### config.mk
export PLATFORM = sky130hd
export DESIGN_NAME = half_adder_stage
export DESIGN_NICKNAME = d
export VERILOG_FILES = /design/src/rtl/half_adder_stage.sv
export SDC_FILE = /design/constraint.sdc
export NUM_CORES = 1
export LEC_CHECK = 0
export CAP_MARGIN = 20
export CORE_AREA = 2 2 39 41
export DETAILED_ROUTE_END_ITERATION = 16
export DIE_AREA = 0 0 41 43
export GPL_ROUTABILITY_DRIVEN = 0
export PLACE_DENSITY = 0.44
export RECOVER_POWER = 25
export SYNTH_ARGS = -nofsm -noshare
export SYNTH_HDL_FRONTEND = slang
export SYNTH_SLANG_ARGS = --single-unit
export TNS_END_PERCENT = 30
### constraint.sdc
create_clock -name clk -period 2 [get_ports clk]
set_clock_uncertainty 0.1 [all_clocks]
set_input_delay 0.4 -clock clk [delete_from_list [all_inputs] [get_ports clk]]
set_output_delay 0.4 -clock clk [all_outputs]
set_load 0.005 [all_outputs]
### src/rtl/half_adder_stage.sv
// Registered bank of WIDTH independent half adders behind a valid/ready handshake.
// A one-entry skid register absorbs the first stalled result so in_ready can be a flop.
module half_adder_stage #(
  parameter int WIDTH = 1
) (
  input  logic             clk,
  input  logic             rst,
  input  logic [WIDTH-1:0] a,
  input  logic [WIDTH-1:0] b,
  input  logic             in_valid,
  output logic             in_ready,
  output logic [WIDTH-1:0] s,
  output logic [WIDTH-1:0] c,
  output logic             out_valid,
  input  logic             out_ready
);

  logic [WIDTH-1:0] w_sum;
  logic [WIDTH-1:0] w_carry;

  logic [WIDTH-1:0] r_s;
  logic [WIDTH-1:0] r_c;
  logic             r_out_valid;
  logic [WIDTH-1:0] r_skid_s;
  logic [WIDTH-1:0] r_skid_c;
  logic             r_skid_full;
  logic             r_in_ready;

  logic [WIDTH-1:0] w_s_next;
  logic [WIDTH-1:0] w_c_next;
  logic             w_out_valid_next;
  logic [WIDTH-1:0] w_skid_s_next;
  logic [WIDTH-1:0] w_skid_c_next;
  logic             w_skid_full_next;

  logic             w_in_accept;
  logic             w_out_free;

  genvar gi;
  generate
    for (gi = 0; gi < WIDTH; gi++) begin : g_lane
      assign w_sum[gi]   = a[gi] ^ b[gi];
      assign w_carry[gi] = a[gi] & b[gi];
    end
  endgenerate

  assign w_in_accept = in_valid & r_in_ready;
  // Output register can take a new value when empty or being consumed this edge.
  assign w_out_free  = ~r_out_valid | out_ready;

  always_comb begin
    w_s_next         = r_s;
    w_c_next         = r_c;
    w_out_valid_next = r_out_valid;
    w_skid_s_next    = r_skid_s;
    w_skid_c_next    = r_skid_c;
    w_skid_full_next = r_skid_full;

    if (w_out_free) begin
      if (r_skid_full) begin
        w_s_next         = r_skid_s;
        w_c_next         = r_skid_c;
        w_out_valid_next = 1'b1;
        w_skid_full_next = w_in_accept;
        if (w_in_accept) begin
          w_skid_s_next = w_sum;
          w_skid_c_next = w_carry;
        end
      end else if (w_in_accept) begin
        w_s_next         = w_sum;
        w_c_next         = w_carry;
        w_out_valid_next = 1'b1;
      end else begin
        w_out_valid_next = 1'b0;
      end
    end else if (w_in_accept) begin
      w_skid_s_next    = w_sum;
      w_skid_c_next    = w_carry;
      w_skid_full_next = 1'b1;
    end
  end

  always_ff @(posedge clk or posedge rst) begin
    if (rst) begin
      r_s         <= '0;
      r_c         <= '0;
      r_out_valid <= 1'b0;
      r_skid_s    <= '0;
      r_skid_c    <= '0;
      r_skid_full <= 1'b0;
      r_in_ready  <= 1'b1;
    end else begin
      r_s         <= w_s_next;
      r_c         <= w_c_next;
      r_out_valid <= w_out_valid_next;
      r_skid_s    <= w_skid_s_next;
      r_skid_c    <= w_skid_c_next;
      r_skid_full <= w_skid_full_next;
      // Kept as the registered complement of skid_full so in_ready has no combinational path.
      r_in_ready  <= ~w_skid_full_next;
    end
  end

  assign s         = r_s;
  assign c         = r_c;
  assign out_valid = r_out_valid;
  assign in_ready  = r_in_ready;

endmodule

==> results of run 1 <==
[worst min path at each step]
stage / depth (start not counted) / to / slack (ns)
2_1_floorplan: 1 / c / 0.10
3_3_place_gp: 1 / r_skid_c / 0.37
3_5_place_dp: 1 / r_skid_s / 0.39
4_1_cts: 2 / c / 0.29
5_1_grt: 1 / r_skid_c / 0.42
6_report: 1 / r_skid_s / 0.39
[synthesized netlist by cell type (all sizes together)]
cell | n | area share
nor2 | 1 | 0.019
nand2 | 2 | 0.023
inv | 1 | 0.012
o211ai | 1 | 0.038
a211o | 1 | 0.031
and2 | 1 | 0.019
nor2b | 1 | 0.042
ha | 1 | 0.038
mux2 | 6 | 0.22
a21oi | 1 | 0.015
dfrtp | 6 | 0.46
dfstp | 1 | 0.081
[cell type report]
cell class                      count  area (sq um)  area share
Multi-Input combinational cell     15           145       0.314
Inverter                            1          3.75     0.00813
Sequential cell                     7           176       0.382
Timing Repair Buffer                9          90.1       0.195
Tap cell                           16          20.0      0.0434
Clock buffer                        4          26.3      0.0569
[registers in the layout, summed over array words and instances (netlist names)]
register / cells
c: 1
in_ready: 1
out_valid: 1
r_skid_c: 1
r_skid_full: 1
r_skid_s: 1
s: 1
[cells by family after synthesis]
| logic type | Yosys count |
|---|---|
| muxes | 6 |
| buffers and inverters | 1 |
| adders and majority gates | 1 |
| and+or+nand+nor | 5 |
| DFF | 7 |
| AOI/OAI and AO/OA | 3 |
[cell usage in the layout (no fill, tap or decap)]
master / instances
nand2_1: 2
nor2_2: 1
dfrtp_1: 6
a21oi_1: 1
and2_1: 1
ha_1: 1
mux2_4: 1
mux2_2: 1
inv_1: 1
dfstp_2: 1
a211o_2: 1
clkdlybuf4s50_1: 8
mux2_1: 4
nor2b_4: 1
o211ai_2: 1
clkbuf_1: 1
dlygate4sd3_1: 1
clkbuf_4: 3
[routing by layer]
metal | vias to the layer above | share of wire | track usage
met3 | 4 | 0.067 | 0.0471
met5 | - | 0 | 0
li1 | 108 | - | -
met2 | 7 | 0.47 | 0.113
met4 | 0 | 0.031 | 0.0800
met1 | 93 | 0.43 | 0.0984
[power breakdown]
part	internal [mW]	switching (mW)	leakage, nW
Clock	0.0760	0.0505	0.0150
Sequential	0.220	0.0552	0.0832
Combinational	0.169	0.0773	0.108
Total	0.464	0.183	0.206
[through the flow]
stage	instance area (sq um)	util	hold slack, ns
2_1_floorplan	325	-	0.103
3_3_place_gp	435	0.315	0.371
3_5_place_dp	435	0.315	0.388
4_1_cts	462	0.334	0.294
5_1_grt	462	0.334	0.418
6_report	462	0.334	0.394
==> flow_metrics.py, run 1 <==
metrics = {
    "outcome": {
        "status": "completed",
    },
    "timing": {
        "fin_crit_sh": 0.899,
        "worst_pin_slew_ns": 0.270,
        "relSlewSlack": 0.820,
        "max_freq_mhz": 556,
        "fin_ws_ns": 0.201,
        "rsz0062_at_grt": "no",
        "hold_viol_final": 0,
        "drv_slew": 0,
        "fin_crit_ns": 1.80,
        "finalSetupTns_ns": 0,
        "setup_viol": 0,
    },
    "critical_path": {
        "worstSetupStartpoint": "in_ready",
        "slowest_delay_ns": 0.55,
        "crit_buf_inv": 1,
        "worstReg2RegEnd": "s",
        "rr_startpoint": "in_ready",
        "path_cells": "clkdlybuf4s50_1",
        "crit_type": "register to output port",
        "cp.depth": 1,
        "critPathCapture": "in_ready",
        "reg2reg_depth": 3,
        "cp.required_ns": 1.50,
        "crit_path_top_delay_cell": "dfstp_2",
        "cp_data_arrival_time_ns": 1.30,
        "critPathCaptureType": "output port",
        "cp_max_fo": 4,
        "crit_family": "flip-flops",
        "regToRegSetupSlack_ns": 0.67,
        "setup.worst_path.start_class": "register",
    },
    "layout": {
        "diodes": 0,
        "final_cells": 52,
        "final_nets": 44,
        "post_route_cells_drive_above_1_share": 0.278,
        "area_growth_pct": 41.9,
        "nFillCells": 149,
    },
    "grt": {
        "antenna_found_initial": 0,
        "grt_pass1_wl_um": 938,
        "first_global_vias": 224,
        "overflow": 0,
        "grt_usage": 0.0879,
        "grt_start_max_net_pins": 8,
    },
    "logic_synthesis": {
        "syn_nets": 30,
        "ys_types": 14,
        "synth-simple-area-share": 0.104,
        "synthCells": 23,
        "synthAdderAreaFrac": 0.0385,
        "yosysWarningCount": 0,
        "synth_seq_cells": 7,
        "ys_seq_area_frac": 0.542,
        "synth_top_family_by_area": "multiplexers",
        "netlist_area_sq_um": 325,
        "syn_avg_cell_area_sq_um": 14.1,
        "synth_compound_area_frac": 0.0846,
        "synthMuxAreaShare": 0.219,
        "synth_xor_xnor_area_share": 0,
    },
    "power": {
        "p_per_area_mw_per_mm2": 1400,
        "ir_drop_mv": 0.495,
        "power_mw": 0.647,
        "leakagePower_nw": 0.206,
    },
    "route": {
        "routedWlPerCell_um": 10.6,
        "drt_iter0_markers": 0,
        "routed_wl_um": 550,
        "via_per_inst": 4.08,
        "firstDrtPassIters": 1,
        "final_antenna_net_count": 0,
        "dr_total_vias": 212,
        "drc": 0,
    },
    "clock_tree": {
        "cts-root-buf": "clkbuf_4",
        "cts_num_sinks": 7,
        "clockBufferDepth": 2,
        "cts_tree": "yes",
        "clk_pin_slew_ns": 0.05,
        "cts_setup_buffers": 0,
        "cts_resized": 0,
        "htree_levels": 1,
        "cts_buffers": 3,
        "cts_hold_buffers": 0,
        "clkLatencyLatePin_ns": 0.25,
    },
    "floorplan": {
        "pin_count": 10,
        "start_util": 0.235,
        "placeableCoreArea_sq_mm": 0.00138,
        "die_area_sq_mm": 0.00176,
        "num_rows": 14,
        "die_h_um": 43,
        "dieWidth_um": 41,
    },
    "place": {
        "dp_slack_ns": 0.118,
        "dp_hpwl_um": 428,
        "numPlacedInstances": 48,
        "io_buffers": 9,
    },
    "min_path": {
        "min_from": "r_skid_s",
        "hold_path_class": "register to register",
    },
    "flow_run": {
        "cap_violations": 0,
    },
}
(Power assumes the default switching activity.)
==> run 2: changes to the inputs <==
--- a/config.mk
+++ b/config.mk
@@ -10,7 +10,6 @@
 export DETAILED_ROUTE_END_ITERATION = 16
 export DIE_AREA = 0 0 41 43
 export GPL_ROUTABILITY_DRIVEN = 0
-export PLACE_DENSITY = 0.44
 export RECOVER_POWER = 25
 export SYNTH_ARGS = -nofsm -noshare
 export SYNTH_HDL_FRONTEND = slang
==> run 2 against run 1 <==
Compared with the run above:
- clock-buffer cell count stayed put
- design area is the same
- setup slack lost 0.0078 ns
- sequential share of layout area unchanged
- non-clock buffer count unchanged
- critical path depth is the same
- critical path type unchanged
- global-route usage grew 0.63 points
- first-iteration DRC count up 1
- combinational power up 2%
- largest cell class unchanged
- fmax shrank 0.43%
- power grew 0.73%
==> flow_metrics.py, run 2 (same netlist as run 1, synthesis figures left out) <==
metrics = {
    "outcome": {
        "status": "completed",
    },
    "layout": {
        "diodes": 0,
        "post_route_cells_drive_above_1_share": 0.278,
        "final_area_sq_um": 462,
        "final_cells": 52,
        "final_common_cell": "clkdlybuf4s50_1",
        "area_growth_pct": 41.9,
        "layout_common_cells": "8 x clkdlybuf4s50_1, 6 x dfrtp_1, 4 x mux2_1",
        "final_nets": 44,
    },
    "floorplan": {
        "pin_count": 10,
        "die_area_sq_mm": 0.00176,
        "dieWidth_um": 41,
        "start_util": 0.235,
        "num_rows": 14,
        "die_h_um": 43,
        "placeableCoreArea_sq_mm": 0.00138,
    },
    "clock_tree": {
        "cts-root-buf": "clkbuf_4",
        "cts_tree": "yes",
        "clockBufferDepth": 2,
        "clk_pin_slew_ns": 0.05,
        "cts_buffers": 3,
        "cts_setup_buffers": 0,
        "cts_num_sinks": 7,
        "cts_hold_buffers": 0,
        "cts_resized": 0,
        "clkLatencyLatePin_ns": 0.25,
        "htree_levels": 1,
    },
    "timing": {
        "finalSetupTns_ns": 0,
        "holdWs_ns": 0.400,
        "fin_crit_ns": 1.81,
        "max_freq_mhz": 554,
        "drv_slew": 0,
        "hold_viol_final": 0,
        "fin_ws_ns": 0.193,
        "fin_crit_sh": 0.903,
        "worst_pin_slew_ns": 0.262,
        "relSlewSlack": 0.825,
        "setup_viol": 0,
        "rsz0062_at_grt": "no",
    },
    "critical_path": {
        "crit_path_top_delay_cell": "dfstp_2",
        "path_cells": "clkdlybuf4s50_1",
        "critPathCaptureType": "output port",
        "cp_max_fo": 4,
        "crit_type": "register to output port",
        "cp_data_arrival_time_ns": 1.31,
        "crit_family": "flip-flops",
        "setup.worst_path.start_class": "register",
        "crit_buf_inv": 1,
        "cp.required_ns": 1.50,
        "slowest_delay_ns": 0.56,
    },
    "grt": {
        "grt_start_max_net_pins": 8,
        "first_global_vias": 240,
        "antenna_found_initial": 0,
        "grt_pass1_wl_um": 966,
        "grt_usage": 0.0942,
        "overflow": 0,
    },
    "power": {
        "seqPwrFrac": 0.421,
        "swShare": 0.288,
        "ir_drop_mv": 0.370,
        "p_int_mw": 0.464,
        "leakagePower_nw": 0.206,
        "p_sw_mw": 0.187,
        "clkPwrFrac": 0.195,
        "p_comb_frac": 0.384,
        "p_per_area_mw_per_mm2": 1410,
    },
    "flow_run": {
        "cap_violations": 0,
    },
    "route": {
        "firstDrtPassIters": 2,
        "drc": 0,
        "drt_iter0_markers": 1,
        "routed_wl_um": 550,
        "final_antenna_net_count": 0,
        "via_per_inst": 4.29,
        "dr_total_vias": 223,
        "routedWlPerCell_um": 10.6,
    },
    "place": {
        "placed_area_sq_um": 435,
        "numPlacedInstances": 48,
        "io_buffers": 9,
        "dp_slack_ns": 0.124,
        "dp_hpwl_um": 457,
    },
    "min_path": {
        "hold_path_class": "register to register",
    },
}
-- run 2: cell counts in the layout (fill, tap and decap cells not counted) --
No cell type changed its count.
-- run 2: final cells by class --
class | instances | area, sq um
flip-flops and latches | 7 | 176
clock buffers | 4 | 26.3
repair buffers | 9 | 90.1
multi-input cells | 15 | 145
fillers | 142 | 922
well taps | 16 | 20.0
inverters | 1 | 3.75
-- run 2: power by group through the flow --
stage / sequential (mW) / combinational [mW] / clock, mW
global placement: 0.271 / 0.246 / 0
floorplan: 0.271 / 0.141 / 0
detailed placement: 0.278 / 0.254 / 0
CTS: 0.275 / 0.256 / 0.136
global route: 0.289 / 0.271 / 0.141
finish: 0.274 / 0.250 / 0.127
-- run 2: metal layers --
layer | vias to the layer above | track usage | wire length (um)
met4 | 0 | 0.100 | 0
met5 | - | 0 | 0
li1 | 106 | - | -
met2 | 3 | 0.141 | 341
met3 | 0 | 0.0471 | 24
met1 | 114 | 0.0795 | 185
-- run 2: path summary, 6_finish.rpt --
path                            startpoint        to  slack, ns  cells after the start
worst min register to register    r_skid_c  r_skid_c       0.40                      1
max in group asynchronous              rst  in_ready       1.12                      2
worst max-delay path              in_ready  in_ready       0.19                      1
worst max register to register    in_ready         s       0.66                      3
min in group asynchronous              rst  r_skid_s       0.41                      2
worst min-delay path              r_skid_c  r_skid_c       0.40                      1
-- run 2: through the flow --
stage | power [mW] | utilization
2_1_floorplan | 0.412 | -
3_3_place_gp | 0.517 | 0.315
3_5_place_dp | 0.532 | 0.315
4_1_cts | 0.667 | 0.334
5_1_grt | 0.701 | 0.334
6_report | 0.652 | 0.334
